`src/rtl/inc_dec_ham_pkg.sv`:
```
// Shared constants for the unary inc/dec/popcount unit.
package inc_dec_ham_pkg;

  localparam int DATA_W = 32;
  localparam int CNT_W  = 6;

  localparam logic [1:0] OP_INC  = 2'b00;
  localparam logic [1:0] OP_DEC  = 2'b01;
  localparam logic [1:0] OP_HAM  = 2'b10;
  localparam logic [1:0] OP_RSVD = 2'b11;

endpackage

```
`src/rtl/ham_popcount.sv`:
```
// Combinational 32-bit population count built as a balanced adder tree.
module ham_popcount
  import inc_dec_ham_pkg::*;
(
  input  logic [DATA_W-1:0] a,
  output logic [CNT_W-1:0]  cnt
);

  logic [15:0][1:0] s1;
  logic [7:0][2:0]  s2;
  logic [3:0][3:0]  s3;
  logic [1:0][4:0]  s4;

  // Each level adds adjacent pairs, widening by one bit to hold the carry.
  for (genvar i = 0; i < 16; i++) begin : g_l1
    assign s1[i] = {1'b0, a[2*i]} + {1'b0, a[2*i+1]};
  end
  for (genvar i = 0; i < 8; i++) begin : g_l2
    assign s2[i] = {1'b0, s1[2*i]} + {1'b0, s1[2*i+1]};
  end
  for (genvar i = 0; i < 4; i++) begin : g_l3
    assign s3[i] = {1'b0, s2[2*i]} + {1'b0, s2[2*i+1]};
  end
  for (genvar i = 0; i < 2; i++) begin : g_l4
    assign s4[i] = {1'b0, s3[2*i]} + {1'b0, s3[2*i+1]};
  end

  assign cnt = {1'b0, s4[0]} + {1'b0, s4[1]};

endmodule

```
`src/rtl/inc_dec_ham_unit.sv`:
```
// Registered 32-bit increment / decrement / popcount unit, one-cycle latency.
// Define INC_DEC_HAM_UNIT_HAM_EN to build the popcount; otherwise HAM acts as reserved.
module inc_dec_ham_unit
  import inc_dec_ham_pkg::*;
(
  input  logic              clk,
  input  logic              rst_n,
  input  logic              in_valid,
  input  logic [1:0]        op,
  input  logic [DATA_W-1:0] a,
  output logic [DATA_W-1:0] result,
  output logic              flag,
  output logic              out_valid
);

  logic [DATA_W:0]   sum;
  logic [DATA_W-1:0] result_nxt;
  logic              flag_nxt;
  logic [DATA_W-1:0] ham_res;

`ifdef INC_DEC_HAM_UNIT_HAM_EN
  logic [CNT_W-1:0] ham_cnt;

  ham_popcount u_pop (
    .a   (a),
    .cnt (ham_cnt)
  );

  assign ham_res = {{(DATA_W-CNT_W){1'b0}}, ham_cnt};
`else
  assign ham_res = '0;
`endif

  // One shared 33-bit adder; bit 32 is the carry (INC) or borrow (DEC).
  always_comb begin
    sum = '0;
    if (op == OP_DEC) sum = {1'b0, a} - {{DATA_W{1'b0}}, 1'b1};
    else              sum = {1'b0, a} + {{DATA_W{1'b0}}, 1'b1};
  end

  always_comb begin
    result_nxt = '0;
    flag_nxt   = 1'b0;
    case (op)
      OP_INC, OP_DEC: begin
        result_nxt = sum[DATA_W-1:0];
        flag_nxt   = sum[DATA_W];
      end
      OP_HAM:  result_nxt = ham_res;
      default: result_nxt = '0;
    endcase
  end

  always_ff @(posedge clk) begin
    if (!rst_n) begin
      result    <= '0;
      flag      <= 1'b0;
      out_valid <= 1'b0;
    end else begin
      out_valid <= in_valid;
      if (in_valid) begin
        result <= result_nxt;
        flag   <= flag_nxt;
      end
    end
  end

endmodule

```
`config.mk`:
```
export PLATFORM = sky130hd
export DESIGN_NAME = inc_dec_ham_unit
export DESIGN_NICKNAME = d
export VERILOG_FILES = /design/src/rtl/inc_dec_ham_pkg.sv /design/src/rtl/ham_popcount.sv /design/src/rtl/inc_dec_ham_unit.sv
export SDC_FILE = /design/constraint.sdc
export NUM_CORES = 1
export LEC_CHECK = 0
export CAP_MARGIN = 20
export CORE_MARGIN = 3
export CORE_UTILIZATION = 53
export DETAILED_ROUTE_END_ITERATION = 16
export PLACE_DENSITY = 0.79
export SLEW_MARGIN = 20
export SYNTH_ARGS = -nofsm -noshare
export SYNTH_HDL_FRONTEND = slang
export SYNTH_SLANG_ARGS = --single-unit
```
`constraint.sdc`:
```
create_clock -name clk -period 7.1 [get_ports clk]
set_input_delay 1.775 -clock clk [delete_from_list [all_inputs] [get_ports clk]]
set_output_delay 1.775 -clock clk [all_outputs]
set_load 0.005 [all_outputs]
```
## Word level (Yosys, flattened, before mapping)

Index checks and enable logic that the tools add are counted.
Widths: inputs -> output; s select.

| cells by class | value |
|---|---|
| add/subtract/negate cells | 2 |
| reduce and logical (&&, ||, !) cells | 2 |
| multiplexer cells | 3 |
| equality and inequality tests | 1 |

Operator list:

| cell | count |
|---|---|
| $add 32x1->33 const B | 1 |
| $mux 33 | 1 |
| $sub 32x1->33 const B | 1 |
| $mux 32 | 1 |
| $eq 2x1->1 const B | 1 |
| $logic_not 2->1 | 1 |
| $reduce_or 2->1 | 1 |
| $mux 1 | 1 |

| storage, ports and cells | value |
|---|---|
| output and inout bits | 34 |
| word-level logic and storage cells | 11 |
| register bits after elaboration | 34 |

## Longest topological paths before layout

Gate-level depths: netlist of run 1.

| logic depth | value |
|---|---|
| depth after elaboration | 3 |
| gate-level depth with buffers | 15 |

## Worst setup path before layout of run 1

No wires, ideal clock.

| timing path | value |
|---|---|
| path type | input port to flip-flop |
| start point | in op[1] |
| end point | reg result[22] |
| library setup time | 117 ps |
| data required time | 6983 ps |
| path slack | 2338 ps |
| buffers on the path | 6 |
| cell stages on the path | 15 |
| arrival | 4645 ps |
| path through | buf_6 -> nand2b_4 -> buf_6 -> buf_2 -> buf_2 -> buf_2 -> buf_2 -> xnor2_1 -> ha_1 -> nand4_1 -> a221oi_2 -> o21ai_0 -> and4b_1 -> or3_1 -> a32o_1 |

| on the way | value |
|---|---|
| longest elaborated chain between the ends | 3 |

RTL lines:

| element | RTL line | source |
|---|---|---|
| start: declaration | inc_dec_ham_unit.sv:9 | `input logic [1:0] op,` |
| $eq 2x1->1 or $logic_not 2->1 (tied branches) | inc_dec_ham_unit.sv:37, inc_dec_ham_unit.sv:44 |  |
| $mux 33 or $reduce_or 2->1 (tied branches) | inc_dec_ham_unit.sv:37, inc_dec_ham_unit.sv:44 |  |
| $mux 32 * | inc_dec_ham_unit.sv:44 | `case (op)` |
| end signal: assignment | inc_dec_ham_unit.sv:62 | `result <= result_nxt;` |
| end: declaration | inc_dec_ham_unit.sv:11 | `output logic [DATA_W-1:0] result,` |

Mark *: on every way between the ends. The rest lies on a longest branch, timed or not.
A chain may end at the register's enable or synchronous reset.

## Worst setup path after layout of run 1

| timing path | value |
|---|---|
| start point | in op[0] |
| end point | reg flag |

| on the way | value |
|---|---|
| longest elaborated chain between the ends | 3 |

RTL lines:

| element | RTL line | source |
|---|---|---|
| $eq 2x1->1 or $logic_not 2->1 (tied branches) | inc_dec_ham_unit.sv:37, inc_dec_ham_unit.sv:44 |  |
| $mux 33 or $reduce_or 2->1 (tied branches) | inc_dec_ham_unit.sv:37, inc_dec_ham_unit.sv:44 |  |
| $mux 1 * | inc_dec_ham_unit.sv:44 |  |
| end signal: assignment | inc_dec_ham_unit.sv:63 | `flag <= flag_nxt;` |
| end: declaration | inc_dec_ham_unit.sv:12 | `output logic flag,` |

Marked as above.

==> impl_metrics.toml, run 1 <==
[setup_path]
setup.worst_path.end_class = "flip-flop"
crit_fanout = 19
critical_path_class = "in -> reg"
path_common_cell = "a21oi_1"
worst_path_max_delay_cell = "clkdlybuf4s50_1"
reg2regPathDepth = 2
r2r-end = "result[17]"
critPathLaunchType = "primary input"
cp_cell_sequence = "clkdlybuf4s50_1, nand2b_4, inv_1, buf_4, a21oi_1, a2111oi_2, o21ai_1, a21oi_1, mux2i_1, nand2_1"
cp.required_ps = 7280
rr_startpoint = "result[17]"
crit_arrival_ps = 4990
reg2reg_slack_ps = 6150
critical_path.max_stage_delay_ps = 790

[logic_synthesis]
synth_top_area_share_pct = 21.2
syn_nets = 500
avgSynthCellArea_um2 = 6.95
synth_top_cell_by_area = "dfxtp_1"
async_flop_share_pct = 0
ys_ff_latch = 34
seq_area_frac_synth_pct = 21.2
syn_inst = 461
ys_types = 64
synth_ff_type = "dfxtp_1"
synthesis.area_um2 = 3210
synth-edff-count = 0
synth.top_cells.by_area = "dfxtp_1, xnor2_1, nand2_1"
ys_warn_count = 0

[clock_network]
clock_latency_ps = 280
postCtsSetupBuffers = 0
hold_buffers = 0
post_cts_resized = 0
clk_pin_slew_ps = 70
clock_sinks = 34
cts_root_buffer = "clkbuf_8"
cts_tree = "yes"
htree_levels = 2
numCtsBuffers = 5
cts_buffer_depth = 2

[global_routing]
grt_pass1_wl_mm = 16.6
antenna_found_initial = 0
grt_pass1_vias = 3219
overflow = 0
grt_util_all_layers_pct = 28.8
grt_max_degree = 68

[sta]
relSlewSlack_pct = 49.4
skew_ps = 0
fin_ws_ps = 2290
tightest_slew_ps = 756
finalSetupViolCount = 0
grt_setup_unrepaired = "no"
slew_violations = 0
hold_viol_final = 0
timing.final.crit_share_pct = 67.8
fin_crit_ps = 4810
holdWs_ps = 456
timing.fmax_mhz = 208
tns_ps = 0

[detailed_routing]
wl_per_cell_um = 18.2
drtIter0Drc = 378
drt-met1-wl_mm = 4.58
via_per_inst = 6.47
num_vias = 3676
wl_met2_mm = 4.48
ant_nets = 0
route.met3.wl_um = 991
drc = 0
drtPass1Iterations = 5
wl_mm = 10.3
maxUsedRoutingLayer = "met4"

[floorplanning]
start_util_pct = 56.5
core_um2 = 5680
die_x_um = 83.8
num_rows = 27
fp.dieH_um = 83.8
ios = 71
dieArea_um2 = 7020

[hold_path]
hp-start = "result[13]"
hp-class = "reg -> reg"
min_delay_path_depth = 2
hold_path_end = "result[13]"

[power_and_ir_drop]
ir_worst_vdd_mv = 0.117
power.leakage_nw = 1.31
powerDensity_nw_per_um2 = 135
power_mw = 0.527

[final_layout]
num_antenna_cells = 0
num-nets-final = 534
layout_common_cells = "clkdlybuf4s50_1, nand2_1, nor2_1"
layout_commonest_cell = "clkdlybuf4s50_1"
areaGrowthSynthToFinish_pct = 21.7
drive_above_1_share_pct = 3.83

[flow_run]
cap_violations = 0

[placement]
detailed_place_hpwl_mm = 7.83
place.gp.congestion = 0.921
place_ws_ps = 2080
io_buffers = 70

[status]
outcome = "finished clean"
==> cell usage after synthesis, types with 3 or more instances <==
cell type  instances
nand3_1           18
inv_1              6
a21oi_1           26
o21ai_1            3
or2_2              3
nor2_1            53
a32oi_1            3
nand3b_1           3
nor3_1            11
a31oi_1            5
o21ai_0           25
a2bb2oi_1          4
mux2i_1            5
xor2_1             3
or3_1              7
o211ai_1           5
or4_1              7
nand2_1           56
nand4_1           12
o31ai_1            4
a41oi_1            4
nor3b_1            4
dfxtp_1           34
nor4_1             8
a22oi_1           10
buf_2             10
xnor2_1           42
and3_1             6
clkbuf_1          32
and2_1             9
==> state kept, by name, indices dropped and copies added (netlist names) <==
name,cells
out_valid,1
result,32
flag,1
==> routing by layer <==
layer	global-route usage (%)	vias to the layer above
met4	11.1	0
met2	42.2	227
met1	42.9	1684
met5	0	-
met3	2.67	23
li1	-	1742
==> area by class of cell <==
type                            count  area (µm²)
Fill cell                         529        1770
Inverter                            6        22.5
Tap cell                           72        90.1
Multi-Input combinational cell    375        2290
Sequential cell                    34         681
Timing Repair Buffer               73         723
Clock inverter                      1        5.00
Clock buffer                        7        86.3
==> kinds of logic after synthesis <==
group                      after synthesis  share of synthesized area (%)
and+or+nand+nor                        209                           32.8
adders and majority gates                2                          0.781
DFF                                     34                           21.2
xor gates and xnor gates                45                           12.3
AOI/OAI and AO/OA                      114                           24.1
buffers and inverters                   52                           7.18
muxes                                    5                           1.56
==> worst max-delay path by stage <==
stage | start | to | slack, ps
after floorplan | op[1] | result[22] | 2340
after global placement | op[0] | result[16] | 2230
after detailed placement | op[0] | flag | 2080
after CTS | op[0] | flag | 2320
after global routing | op[0] | flag | 2110
final | op[0] | flag | 2290
==> metrics by stage <==
stage / util (%) / area, µm² / std cells
global placement: 67.2 / 3810 / 560
detailed placement: 67.2 / 3810 / 560
finish: 68.8 / 3900 / 568
CTS: 68.8 / 3900 / 568
floorplan: - / 3210 / 461
global route: 68.8 / 3900 / 568
==> critical path: cells and delay by family <==
| family | cells | cell delay [ps] |
|---|---|---|
| simple gates | 2 | 160 |
| compound gates | 4 | 1180 |
| buf+inv | 3 | 1660 |
| mux | 1 | 220 |
==> where the power goes <==
group          internal [mW]  switching, mW
logic                 0.0772         0.0977
registers              0.201        0.00508
clock network         0.0782         0.0682
total                  0.356          0.171
(Power assumes the default switching activity.)
==> run 2, diff against run 1 <==
Settings changed: CORE_UTILIZATION 53 to 47, PLACE_DENSITY 0.79 to 0.74.
Clock period 7.1 ns to 4.1 ns, I/O delays scaled along.
==> run 2 against run 1 <==
  * Die area up 12%
  * Worst setup slack worse by 1800 ps
  * Hold slack worse by 6.2 ps
  * Register-to-register slack worse by 3000 ps
  * Clock power up 68%
  * Sequential cell count unchanged
  * Global-route usage down 3.3 points
  * Routed wire length down 4.4%
  * Cell area up 2.4%
  * Clock skew unchanged
  * Combinational power up 75%
  * Critical path type unchanged
==> impl_metrics.toml, run 2 (synthesized netlist as in run 1, its figures left out) <==
[clock_network]
numCtsBuffers = 5
clk_pin_slew_ps = 60
postCtsSetupBuffers = 0
htree_levels = 2
clock_latency_ps = 270
clock_sinks = 34
cts_tree = "yes"
hold_buffers = 0
cts_root_buffer = "clkbuf_8"
post_cts_resized = 0
cts_buffer_depth = 2

[global_routing]
overflow = 0
grt_max_degree = 55
grt_util_all_layers_pct = 25.4
use_met2_pct = 37.7
grt_use_met3_pct = 2.61
grt_pass1_wl_mm = 15.6
grt_pass1_vias = 3036
grt_most_used_layer = "met1"
antenna_found_initial = 0
met1_usage_pct = 39.4

[placement]
place_ws_ps = 299
detailed_place_hpwl_mm = 7.66
place.gp.congestion = 0.909
io_buffers = 70

[final_layout]
drive_above_1_share_pct = 5.73
layout_commonest_cell = "clkdlybuf4s50_1"
layout_common_cells = "clkdlybuf4s50_1, nand2_1, nor2_1"
num_antenna_cells = 0
regMostFlops = "result"
reg.largest.list = "result x32, flag x1, out_valid x1"
largest_register_ffs = 32
num-nets-final = 544
fill_cells = 607
areaGrowthSynthToFinish_pct = 24.7

[sta]
hold_viol_final = 0
tightest_slew_ps = 782
timing.final.crit_share_pct = 86.9
fin_crit_ps = 3560
fin_ws_ps = 538
tns_ps = 0
finalSetupViolCount = 0
grt_setup_unrepaired = "no"
slew_violations = 0
skew_ps = 0
relSlewSlack_pct = 47.4
timing.fmax_mhz = 281

[power_and_ir_drop]
intPower_mw = 0.624
powerDensity_nw_per_um2 = 227
pwr-share-clk_pct = 27.0
combPwrFrac_pct = 33.7
ir_worst_vdd_mv = 0.111
power_frac_seq_pct = 39.3
power.leakage_nw = 1.36
swShare_pct = 31.3
netSwitchingPower_mw = 0.284

[flow_run]
cap_violations = 0

[setup_path]
worst_path_max_delay_cell = "clkdlybuf4s50_1"
cp_num_buf_inv = 1
setup.worst_path.end_class = "flip-flop"
crit_arrival_ps = 3730
cp.required_ps = 4270
critical_path.max_stage_delay_ps = 480
cp_cell_sequence = "clkdlybuf4s50_1, nand2b_4, xnor2_1, ha_1, nand4_1, a221oi_2, o21ai_0, and4b_1, or3_1, a32o_1"
critical_path_class = "in -> reg"
crit_fanout = 16
reg2reg_slack_ps = 3150
crit_family = "simple AND/OR/NAND/NOR gates"
critPathLaunchType = "primary input"

[floorplanning]
dieArea_um2 = 7850
die_x_um = 88.6
fp.dieH_um = 88.6
start_util_pct = 49.4
num_rows = 29
core_um2 = 6490
ios = 71

[detailed_routing]
via_per_inst = 6.17
drc = 0
num_vias = 3597
wl_mm = 9.86
wl_per_cell_um = 16.9
drtIter0Drc = 236
ant_nets = 0
drtPass1Iterations = 5

[status]
outcome = "finished clean"

[hold_path]
hp-class = "reg -> reg"
## run 2: cell count changes in the layout (fill, tap and decap cells not counted), sizes merged
| cell | previous run | this run |
|---|---|---|
| buf | 3 | 13 |
## run 2: area by class of cell
| type | instances | area, µm² | area share (%) |
|---|---|---|---|
| Sequential cell | 34 | 681 | 17.0 |
| Inverter | 6 | 22.5 | 0.564 |
| Timing Repair Buffer | 83 | 811 | 20.3 |
| Clock buffer | 7 | 86.3 | 2.16 |
| Clock inverter | 1 | 5.00 | 0.125 |
| Tap cell | 77 | 96.3 | 2.41 |
| Multi-Input combinational cell | 375 | 2290 | 57.4 |
## run 2: stage by stage
step                      hold slack [ps]  total power, mW  util (%)  cells  instance area [µm²]
final                                 450            0.908      61.5    583                 4000
after global routing                  470            0.958      61.5    583                 4000
after CTS                             457            0.909      61.5    583                 4000
after detailed placement              443            0.666      60.1    575                 3910
after global placement                435            0.663      60.1    575                 3910
after floorplan                       444            0.547         -    461                 3210
## run 2: worst paths after layout
path,end,from,depth (start not counted)
max,result[22],op[1],10
min,result[29],result[29],2
max reg2reg,result[17],result[17],2
min reg2reg,result[29],result[29],2
## run 2: per-layer routing
layer / share of wire (%) / vias to the layer above
met3: 6.9 / 11
met2: 44 / 139
met5: 0 / -
met4: 1.0 / 0
met1: 48 / 1690
li1: - / 1757
## run 2: power groups by stage
stage,clock [mW],sequential (mW),combinational (mW)
after floorplan,0,0.365,0.182
after global placement,0,0.364,0.300
after detailed placement,0,0.364,0.302
after CTS,0.250,0.357,0.303
after global routing,0.266,0.358,0.333
final,0.245,0.357,0.306
## run 2: worst min-delay path: stages (launching register included)
cell and delay [ps]:
dfxtp_1 320, nand2_1 40, o21ai_0 50
==> run 3, diff against run 2 <==
Settings changed: CTS_CLUSTER_SIZE set to 12.
==> results of run 3 <==
Same layout as run 2: the final DEF is identical, and so are final timing and power.
==> variant 1 (settings of run 3) <==
`DATA_W`: 32 -> 48.
--- a/src/rtl/inc_dec_ham_pkg.sv
+++ b/src/rtl/inc_dec_ham_pkg.sv
@@ -1,7 +1,7 @@
 // Shared constants for the unary inc/dec/popcount unit.
 package inc_dec_ham_pkg;
 
-  localparam int DATA_W = 32;
+  localparam int DATA_W = 48;
   localparam int CNT_W  = 6;
 
   localparam logic [1:0] OP_INC  = 2'b00;
Ports: changed (resized a and result); port bits go from 71 to 103. No check against the original RTL was run, so the function may have changed too.
==> variant 1 against run 3 <==
Area after synthesis increased by 53%. Wire length increased by 81%. Combinational power increased by 51%. First-iteration DRC count increased by 110%. Power increased by 50%. Sequential cell count increased by 16. Critical path depth increased by 2. Cell area increased by 62%. Worst setup slack got worse by 0.23 ns. Largest cell class unchanged.
==> variant 1: results <==
set metrics [dict create \
    hold_ws_ns 0.449 \
    synth_area_leaders "dfxtp_1, xnor2_1, nand2_1" \
    cpMaxStageDelayCell "or4_4" \
    gp_congestion 0.953 \
    gr-usage-met1_pct 45.2 \
    drt_wl_total_mm 17.8 \
    syn-num-nets 748 \
    rr_worst_depth 3 \
    timing.final.ws_setup_ns 0.310 \
    irDropWorstVdd_mv 0.160 \
    wl_per_cell_um 19.1 \
    clkTransAtPathRegs_ns 0.11 \
    max_stage_delay_ns 0.54 \
    grt_max_degree 45 \
    rrSetupSlack_ns 3.22 \
    use_met2_pct 47.1 \
    synth_common_cells "nand2_1, dfxtp_1, xnor2_1" \
    post-dp-hpwl_mm 13.9 \
    drt-initial-drc-count 491 \
    pre_cts_ws_ns -0.0116 \
    placed_area_mm2 0.00634 \
    multiInputGateArea_mm2 0.00356 \
    crit_path_end "result[34]" \
    routed-wl-met3_mm 1.49 \
    clock_latency_ns 0.32 \
    worstHoldStart "result[46]" \
    outcome "completed" \
    first_global_vias 5308 \
    dp_cells 928 \
    grt_usage_pct 30.4 \
    worstReg2RegEnd "result[38]" \
    wl_met2_mm 7.85 \
]
-- variant 1: cell type report --
cell class | instances | share of cell area, %
clock buffers | 5 | 1.07
clock inverters | 3 | 0.678
inverters | 20 | 1.16
multi-input cells | 558 | 55.1
flip-flops and latches | 50 | 15.5
well taps | 133 | 2.58
repair buffers | 167 | 23.9
-- variant 1: where the power goes --
| group | internal, W | switching, W | total [W] |
|---|---|---|---|
| registers | 0.000509 | 0.0000138 | 0.000523 |
| logic | 0.000217 | 0.000244 | 0.000461 |
| clock network | 0.000183 | 0.000191 | 0.000374 |
-- variant 1: cells by family after synthesis --
logic type | count (synthesis) | share of synthesized area, %
XOR/XNOR | 60 | 10.7
multiplexers | 16 | 3.35
buffers and inverters | 85 | 7.44
AO/OA/AOI/OAI | 160 | 22.6
flip-flops | 50 | 20.5
AND/OR/NAND/NOR | 320 | 34.9
adder cells (fa/ha/maj) | 2 | 0.511
==> variant 2 (config.mk and constraints of run 3) <==
Without the edit above. Add an input register stage for `in_valid` and `op`, cleared by the reset; this delays them by one clock. The other inputs are not delayed to match.
--- a/src/rtl/inc_dec_ham_unit.sv
+++ b/src/rtl/inc_dec_ham_unit.sv
@@ -12,6 +12,19 @@
   output logic              flag,
   output logic              out_valid
 );
+
+  logic in_valid_q;
+  logic [1:0] op_q;
+
+  always_ff @(posedge clk) begin
+    if (!rst_n) begin
+      in_valid_q <= '0;
+      op_q       <= '0;
+    end else begin
+      in_valid_q <= in_valid;
+      op_q       <= op;
+    end
+  end
 
   logic [DATA_W:0]   sum;
   logic [DATA_W-1:0] result_nxt;
@@ -34,14 +47,14 @@
   // One shared 33-bit adder; bit 32 is the carry (INC) or borrow (DEC).
   always_comb begin
     sum = '0;
-    if (op == OP_DEC) sum = {1'b0, a} - {{DATA_W{1'b0}}, 1'b1};
+    if (op_q == OP_DEC) sum = {1'b0, a} - {{DATA_W{1'b0}}, 1'b1};
     else              sum = {1'b0, a} + {{DATA_W{1'b0}}, 1'b1};
   end
 
   always_comb begin
     result_nxt = '0;
     flag_nxt   = 1'b0;
-    case (op)
+    case (op_q)
       OP_INC, OP_DEC: begin
         result_nxt = sum[DATA_W-1:0];
         flag_nxt   = sum[DATA_W];
@@ -57,8 +70,8 @@
       flag      <= 1'b0;
       out_valid <= 1'b0;
     end else begin
-      out_valid <= in_valid;
-      if (in_valid) begin
+      out_valid <= in_valid_q;
+      if (in_valid_q) begin
         result <= result_nxt;
         flag   <= flag_nxt;
       end
Formal check against the unedited RTL: not equivalent (a bounded check fails within 4 cycles, from zero or initial values and one cycle with rst_n low).
==> variant 2 against run 3 <==
Area after synthesis is 0.16% lower. Via count shrank 6.9%. Global-route usage fell by 1.8 points. Highest routed layer unchanged. Sequential cell count rose by 3. Clock skew up 0.0077 ns. Wire length shrank 8.7%. Count of clock-buffer cells in the layout decreased by 2. Worst setup slack better by 0.24 ns. Power is 3.9% higher. Cell area decreased by 1.9%.
==> variant 2: results <==
set metrics [dict create \
    synth.distinct_cells 60 \
    syn-num-nets 486 \
    drt-initial-drc-count 263 \
    first_global_vias 2965 \
    max_stage_delay_ns 0.58 \
    final_layout_size_suffix_gt1_share_pct 5.56 \
    placed_area_mm2 0.00383 \
    startpoint "a[1]" \
    worstReg2RegStart "op_q[0]" \
    worstHoldStart "result[17]" \
    nNetsFinal 524 \
    synth_area_leaders "dfxtp_1, xnor2_1, nand2_1" \
    arrival_ns 3.47 \
    outcome "completed" \
    wl_per_cell_um 16.0 \
    irDropWorstVdd_mv 0.120 \
    path_delay_family "compound AO/OA/AOI/OAI gates" \
    p_leak_nw 1.30 \
    num_vias 3350 \
    reg_top3 "result (32), op_q (2)" \
    syn_area_per_cell_um2 7.16 \
    gp_congestion 0.933 \
    grt_pass1_wl_mm 14.7 \
    skew_ns 0.00772 \
    post-dp-hpwl_mm 6.93 \
    yosysSeqAreaShare_pct 23.1 \
    synth_common_cells "nand2_1, xnor2_1, dfxtp_1" \
    grt_usage_pct 23.7 \
    cp_max_fo 6 \
    rrSetupSlack_ns 1.12 \
    avgViaCountPerCell 5.95 \
    dp_cells 555 \
    grt_max_degree 52 \
    crit_path_end "result[28]" \
    tightest_slew_ns 0.825 \
]
[variant 2: cell count changes in the layout (fill, tap and decap cells not counted), moves of 9 or more]
cell,delta
a21oi_1,-11
o21ai_1,+22
nor2_1,-29
buf_4,-9
and2_1,+11
o21ai_0,-13
o22ai_1,+14
[variant 2: metrics by stage]
step	power (W)	setup WS (ns)
after floorplan	0.000579	1.05
after global placement	0.000684	0.554
after detailed placement	0.000688	0.497
after CTS	0.000945	0.791
after global routing	0.000986	0.602
final	0.000943	0.779
[variant 2: final cells by class]
class / instances / area, um^2
fill: 639 / 2540
multi-input combinational: 353 / 2220
inverter: 15 / 56.3
clock inverter: 3 / 17.5
clock buffer: 5 / 68.8
tap: 77 / 96.3
sequential: 37 / 741
timing repair buffer: 73 / 723
[variant 2: cells by family (layout without fill, tap and decap cells)]
kind of cell / count (synthesis) / in the layout / share of synthesized area, %
adders and majority gates: 2 / 2 / 0.782
buffers and inverters: 57 / 96 / 7.66
xor gates and xnor gates: 50 / 50 / 13.7
and+or+nand+nor: 188 / 188 / 31.5
DFF: 37 / 37 / 23.1
muxes: 4 / 4 / 1.29
AOI/OAI and AO/OA: 109 / 109 / 22.0
[variant 2: per-layer routing]
metal	wire, um	vias to the layer above	track usage (%)
met2	3910	141	34.2
met3	678	17	4.28
met4	170	0	7.28
met1	4240	1527	35.4
met5	0	-	0
li1	-	1665	-
[variant 2: power by group]
group	switching [W]	total (W)	internal (W)
clock	0.000142	0.000260	0.000117
combinational	0.000154	0.000291	0.000137
sequential	0.0000139	0.000392	0.000378
[variant 2: worst min-delay path by stage]
stage            endpoint  slack (ns)
2_1_floorplan  result[20]        0.44
3_3_place_gp   result[16]        0.43
3_5_place_dp   result[23]        0.44
4_1_cts        result[23]        0.45
5_1_grt        result[23]        0.47
6_report       result[17]        0.45
